<file path="config.mk">
export PLATFORM = sky130hd
export DESIGN_NAME = riscv_dot_acc_seq
export DESIGN_NICKNAME = d
export VERILOG_FILES = /design/src/rtl/riscv_dot_acc_seq.sv
export SDC_FILE = /design/constraint.sdc
export NUM_CORES = 1
export LEC_CHECK = 0
export CAP_MARGIN = 20
export CORE_AREA = 10 10 148 150
export DETAILED_ROUTE_END_ITERATION = 16
export DIE_AREA = 0 0 158 160
export PLACE_DENSITY = 0.92
export SETUP_SLACK_MARGIN = 0.15
export SLEW_MARGIN = 20
export SYNTH_ARGS = -nofsm -noshare
export SYNTH_HDL_FRONTEND = slang
export SYNTH_SLANG_ARGS = --single-unit
export TNS_END_PERCENT = 10
</file>
<file path="constraint.sdc">
create_clock -name clk -period 10.85 [get_ports clk]
set_input_delay 1.6275 -clock clk [delete_from_list [all_inputs] [get_ports clk]]
set_output_delay 1.6275 -clock clk [all_outputs]
set_load 0.01 [all_outputs]
</file>
<file path="src/rtl/riscv_dot_acc_seq.sv">
// Dot-product sequencer: streams packed operand pairs into the subword multiplier,
// accumulates through dot_op_c, then rounds/ReLUs/saturates and presents one result.
module riscv_dot_acc_seq #(
  parameter int         LEN_W    = 8,
  parameter logic [2:0] OP_DOT8  = 3'b110,
  parameter logic [2:0] OP_DOT16 = 3'b111
) (
  input  logic             clk,
  input  logic             rst,
  input  logic             start_i,
  input  logic [LEN_W-1:0] len_i,
  input  logic             mode_i,
  input  logic [1:0]       signed_i,
  input  logic [31:0]      bias_i,
  input  logic [4:0]       shift_i,
  input  logic             relu_i,
  input  logic             sat8_i,
  input  logic             in_valid_i,
  output logic             in_ready_o,
  input  logic [31:0]      in_a_i,
  input  logic [31:0]      in_b_i,
  output logic             mult_enable_o,
  output logic [2:0]       mult_operator_o,
  output logic [1:0]       mult_dot_signed_o,
  output logic [31:0]      mult_dot_op_a_o,
  output logic [31:0]      mult_dot_op_b_o,
  output logic [31:0]      mult_dot_op_c_o,
  input  logic [31:0]      mult_result_i,
  output logic             out_valid_o,
  input  logic             out_ready_i,
  output logic [31:0]      out_data_o,
  output logic             busy_o
);

  typedef enum logic [2:0] {IDLE, FETCH, WAIT, POST, DONE} state_e;

  state_e           state_q;
  logic [31:0]      acc_q;
  logic [31:0]      outData_q;
  logic [LEN_W-1:0] cnt_q;
  logic [LEN_W-1:0] len_q;
  logic             mode_q;
  logic [1:0]       signed_q;
  logic [4:0]       shiftAmt_q;
  logic             relu_q;
  logic             sat8_q;
  logic             inReady_q;
  logic             outValid_q;

  logic [LEN_W-1:0]   cntInc;
  logic signed [32:0] accExt;
  logic signed [32:0] roundBias;
  logic signed [32:0] postVal;
  logic [31:0]        outData_d;

  assign cntInc = cnt_q + LEN_W'(1);

  // Post-processing is done one bit wider so the rounding add cannot overflow.
  always_comb begin
    accExt    = {acc_q[31], acc_q};
    roundBias = '0;
    if (shiftAmt_q != 5'd0) begin
      roundBias = 33'sd1 <<< (shiftAmt_q - 5'd1);
    end
    postVal = (accExt + roundBias) >>> shiftAmt_q;
    if (relu_q && (postVal < 33'sd0)) begin
      postVal = '0;
    end
    if (sat8_q) begin
      if (postVal > 33'sd127) begin
        postVal = 33'sd127;
      end else if (postVal < -33'sd128) begin
        postVal = -33'sd128;
      end
    end
    outData_d = postVal[31:0];
  end

  always_ff @(posedge clk) begin
    if (rst) begin
      state_q    <= IDLE;
      acc_q      <= '0;
      outData_q  <= '0;
      cnt_q      <= '0;
      len_q      <= '0;
      mode_q     <= 1'b0;
      signed_q   <= '0;
      shiftAmt_q <= '0;
      relu_q     <= 1'b0;
      sat8_q     <= 1'b0;
      inReady_q  <= 1'b0;
      outValid_q <= 1'b0;
    end else begin
      case (state_q)
        IDLE: begin
          if (start_i) begin
            len_q      <= len_i;
            mode_q     <= mode_i;
            signed_q   <= signed_i;
            shiftAmt_q <= shift_i;
            relu_q     <= relu_i;
            sat8_q     <= sat8_i;
            acc_q      <= bias_i;
            cnt_q      <= '0;
            if (len_i == '0) begin
              state_q <= POST;
            end else begin
              state_q   <= FETCH;
              inReady_q <= 1'b1;
            end
          end
        end
        FETCH: begin
          if (in_valid_i) begin
            state_q   <= WAIT;
            inReady_q <= 1'b0;
          end
        end
        // The multiplier result for the pair issued last cycle is valid now.
        WAIT: begin
          acc_q <= mult_result_i;
          cnt_q <= cntInc;
          if (cntInc == len_q) begin
            state_q <= POST;
          end else begin
            state_q   <= FETCH;
            inReady_q <= 1'b1;
          end
        end
        POST: begin
          outData_q  <= outData_d;
          outValid_q <= 1'b1;
          state_q    <= DONE;
        end
        DONE: begin
          if (out_ready_i) begin
            outValid_q <= 1'b0;
            state_q    <= IDLE;
          end
        end
        default: state_q <= IDLE;
      endcase
    end
  end

  assign in_ready_o        = inReady_q;
  assign mult_enable_o     = inReady_q & in_valid_i;
  assign mult_operator_o   = mode_q ? OP_DOT16 : OP_DOT8;
  assign mult_dot_signed_o = signed_q;
  assign mult_dot_op_a_o   = in_a_i;
  assign mult_dot_op_b_o   = in_b_i;
  assign mult_dot_op_c_o   = acc_q;
  assign out_valid_o       = outValid_q;
  assign out_data_o        = outData_q;
  assign busy_o            = (state_q != IDLE);

endmodule
</file>
==> flow_summary.json <==
{
  "status": "finished clean",
  "finalCritPeriodShare_pct": 71.63,
  "multiInputGateArea_sq_um": 7014,
  "critical-path-slowest-cell": "ha_1",
  "regArea_sq_um": 1903,
  "htree_levels": 3,
  "hold_buffers": 0,
  "internal_power_uw": 713.6,
  "path_class": "flip-flop to flip-flop",
  "ys_types": 99,
  "postLayoutCellArea_sq_um": 11270,
  "syn_inst": 1377,
  "final_common_cell": "nand2_1",
  "cts.path.max_buffers": 2,
  "fp.dieW_microns": 158,
  "drc_errors": 0,
  "min_path_cells": 2,
  "fillers": 1713,
  "drv_slew": 0,
  "cts_tree": "done",
  "min_to": "shiftAmt_q[1]",
  "setup_violations": 0,
  "vias_per_cell": 6.625,
  "place_area_sq_um": 10980,
  "numCtsBuffers": 9,
  "cap_violations": 0,
  "synth_warnings": 0,
  "swShare_pct": 39.30,
  "grt_max_degree": 91,
  "grt_use_total_pct": 25.82,
  "ios": 288,
  "diodes": 0,
  "fin_nets": 1578,
  "core_sq_um": 19080,
  "grt_overflow": 0,
  "synth_ff_type": "dfxtp_1",
  "slowest_delay_ps": 730,
  "cts_resized": 0,
  "fmax_mhz": 128.7,
  "vias": 10830,
  "yosysSeqAreaShare_pct": 19.17,
  "combPwrFrac_pct": 39.8,
  "rsz0062_at_grt": "false",
  "reg2reg_slack_ps": 3080,
  "postRouteAntennaNets": 0,
  "die_area_sq_um": 25280,
  "required_ps": 11130,
  "syn2layout_area_growth_pct": 13.60,
  "synth-async-reset-ratio_pct": 0,
  "post-dp-hpwl_mm": 25.38,
  "endpoint_kind": "flip-flop",
  "p_clk_share_pct": 27.3,
  "synth_edf_count": 0,
  "critPathMaxFanout": 66,
  "final_cell_mix": "nand2_1, clkdlybuf4s50_1, nor2_1",
  "ys_seq_elements": 95,
  "power_density_nw_per_um2": 104.3,
  "grt_pass1_vias": 10330,
  "cts_setup_buffers": 0,
  "gp_congestion": 1.040,
  "r2r-end": "out_data_o[5]",
  "drt-total-wl_mm": 33.87,
  "synth_area_per_cell_sq_um": 7.206,
  "cts_sinks": 95,
  "cts.clk_slew.worst_paths_ps": 70,
  "grt_pass1_wl_mm": 54.16,
  "grt_antenna_before_repair": 0,
  "crit_chain": "buf_4 -> clkinv_1 -> ha_1 -> nand2_1 -> nor2_1 -> ha_1 -> inv_1 -> fa_1 -> nand2b_1 -> a21oi_1 -> o211ai_1 -> and4_1 -> nor4_1 -> nor3_1 -> a2111oi_0 -> a2111oi_0 -> o31ai_1 -> inv_1 -> o41ai_4 -> buf_4 -> or3b_1 -> a211oi_2",
  "relSlewSlack_pct": 22.17,
  "cts_root_buffer": "clkbuf_16",
  "min_path_type": "flip-flop to flip-flop",
  "chipHeight_microns": 160,
  "hold_viol_final": 0,
  "initial_utilization_pct": 52.01,
  "io_buffer_count": 157,
  "min_from": "shiftAmt_q[1]",
  "worst-slew-pin-transition_ps": 1163,
  "row_count": 51,
  "power_frac_seq_pct": 32.9,
  "cp.arrival_ps": 8050,
  "drtPass1Iterations": 7,
  "drt_iter0_drc": 1371,
  "drive_gt1_share_pct": 7.665,
  "switching_power_uw": 462.0,
  "r2r_cells": 22,
  "finalCriticalPeriod_ps": 7772,
  "fin_tns_setup_ps": 0,
  "startpoint_type": "flip-flop",
  "leakage_uw": 0.004054,
  "clock_latency_ps": 370,
  "ir_drop_v": 0.00008192,
  "reg2reg_from": "shiftAmt_q[2]",
  "clock_skew_ps": 11.59,
  "syn_area_sq_um": 9923,
  "routedWlPerCell_microns": 20.73
}
critical path, delay by kind of cell, from the launching register on:
kind / cells / cell delay, ps
flops: 1 / 310
simple gates: 7 / 1900
compound gates: 7 / 2660
fa+ha+maj: 3 / 1350
buf+inv: 5 / 1430
logic make-up after synthesis:
| logic type | synth area share, % |
|---|---|
| muxes | 6.178 |
| and+or+nand+nor | 24.95 |
| adders and majority gates | 4.615 |
| buffers and inverters | 10.40 |
| DFF | 19.17 |
| other | 0.03779 |
| xor gates and xnor gates | 3.694 |
| AOI/OAI and AO/OA | 30.95 |
cell type report:
type | instances | share of cell area (%)
multi-input cells | 1089 | 62.22
flip-flops and latches | 95 | 16.88
repair buffers | 172 | 14.92
well taps | 238 | 2.642
clock buffers | 10 | 2.031
inverters | 24 | 0.7991
clock inverters | 6 | 0.5105
worst max path at each step:
stage               slack (ps)           from             end
floorplan                 4730  shiftAmt_q[1]  out_data_o[25]
global placement          3520  shiftAmt_q[2]  out_data_o[28]
detailed placement        3360  shiftAmt_q[2]   out_data_o[5]
CTS                       3320  shiftAmt_q[2]   out_data_o[5]
global route              2660  shiftAmt_q[2]  out_data_o[28]
finish                    3080  shiftAmt_q[2]   out_data_o[5]
synthesized netlist by cell type (15+ instances only):
cell	instances	area share, %
nor3_1	37	1.9
nor2_1	146	5.5
buf_4	72	5.4
a21oi_1	99	5.0
inv_1	21	0.79
mux2i_1	32	3.2
xor2_1	18	1.6
xnor2_1	22	1.9
nand2_1	241	9.1
a211oi_1	26	2.0
o21a_1	16	1.2
dfxtp_1	95	19
o211ai_1	18	1.4
a221oi_2	15	2.3
a311oi_1	36	3.2
clkbuf_1	75	2.8
nand3_1	30	1.5
o21ai_0	37	1.9
ha_1	35	4.4
power by group through the flow:
stage          combinational, uW  sequential (uW)  clock, uW
3_5_place_dp                 452              394          0
5_1_grt                      503              389        334
3_3_place_gp                 447              394          0
4_1_cts                      455              386        321
6_report                     468              386        322
2_1_floorplan                325              394          0
through the flow:
stage	util [%]	total power [uW]	hold WS [ps]	std cells	worst slack (ps)
2_1_floorplan	-	718.9	436.7	1378	4728
3_3_place_gp	57.52	840.8	441.9	1618	3520
3_5_place_dp	57.56	845.7	446.1	1618	3359
4_1_cts	59.06	1162	456.5	1634	3318
5_1_grt	59.09	1226	490.3	1634	2658
6_report	59.09	1176	453.4	1634	3078
flip-flops by register name (all words and copies together) (netlist names):
register / count
cnt_q: 8
in_ready_o: 1
len_q: 8
mode_q: 1
mult_dot_op_c_o: 32
mult_dot_signed_o: 2
out_data_o: 32
out_valid_o: 1
relu_q: 1
sat8_q: 1
shiftAmt_q: 5
state_q: 3
metal layers:
metal  part of all wire [%]  track usage, %
met5                      0               0
met1                     40           32.70
met3                    9.4           5.184
met2                     47           41.43
met4                    3.8           11.12
(Power assumes the default switching activity.)
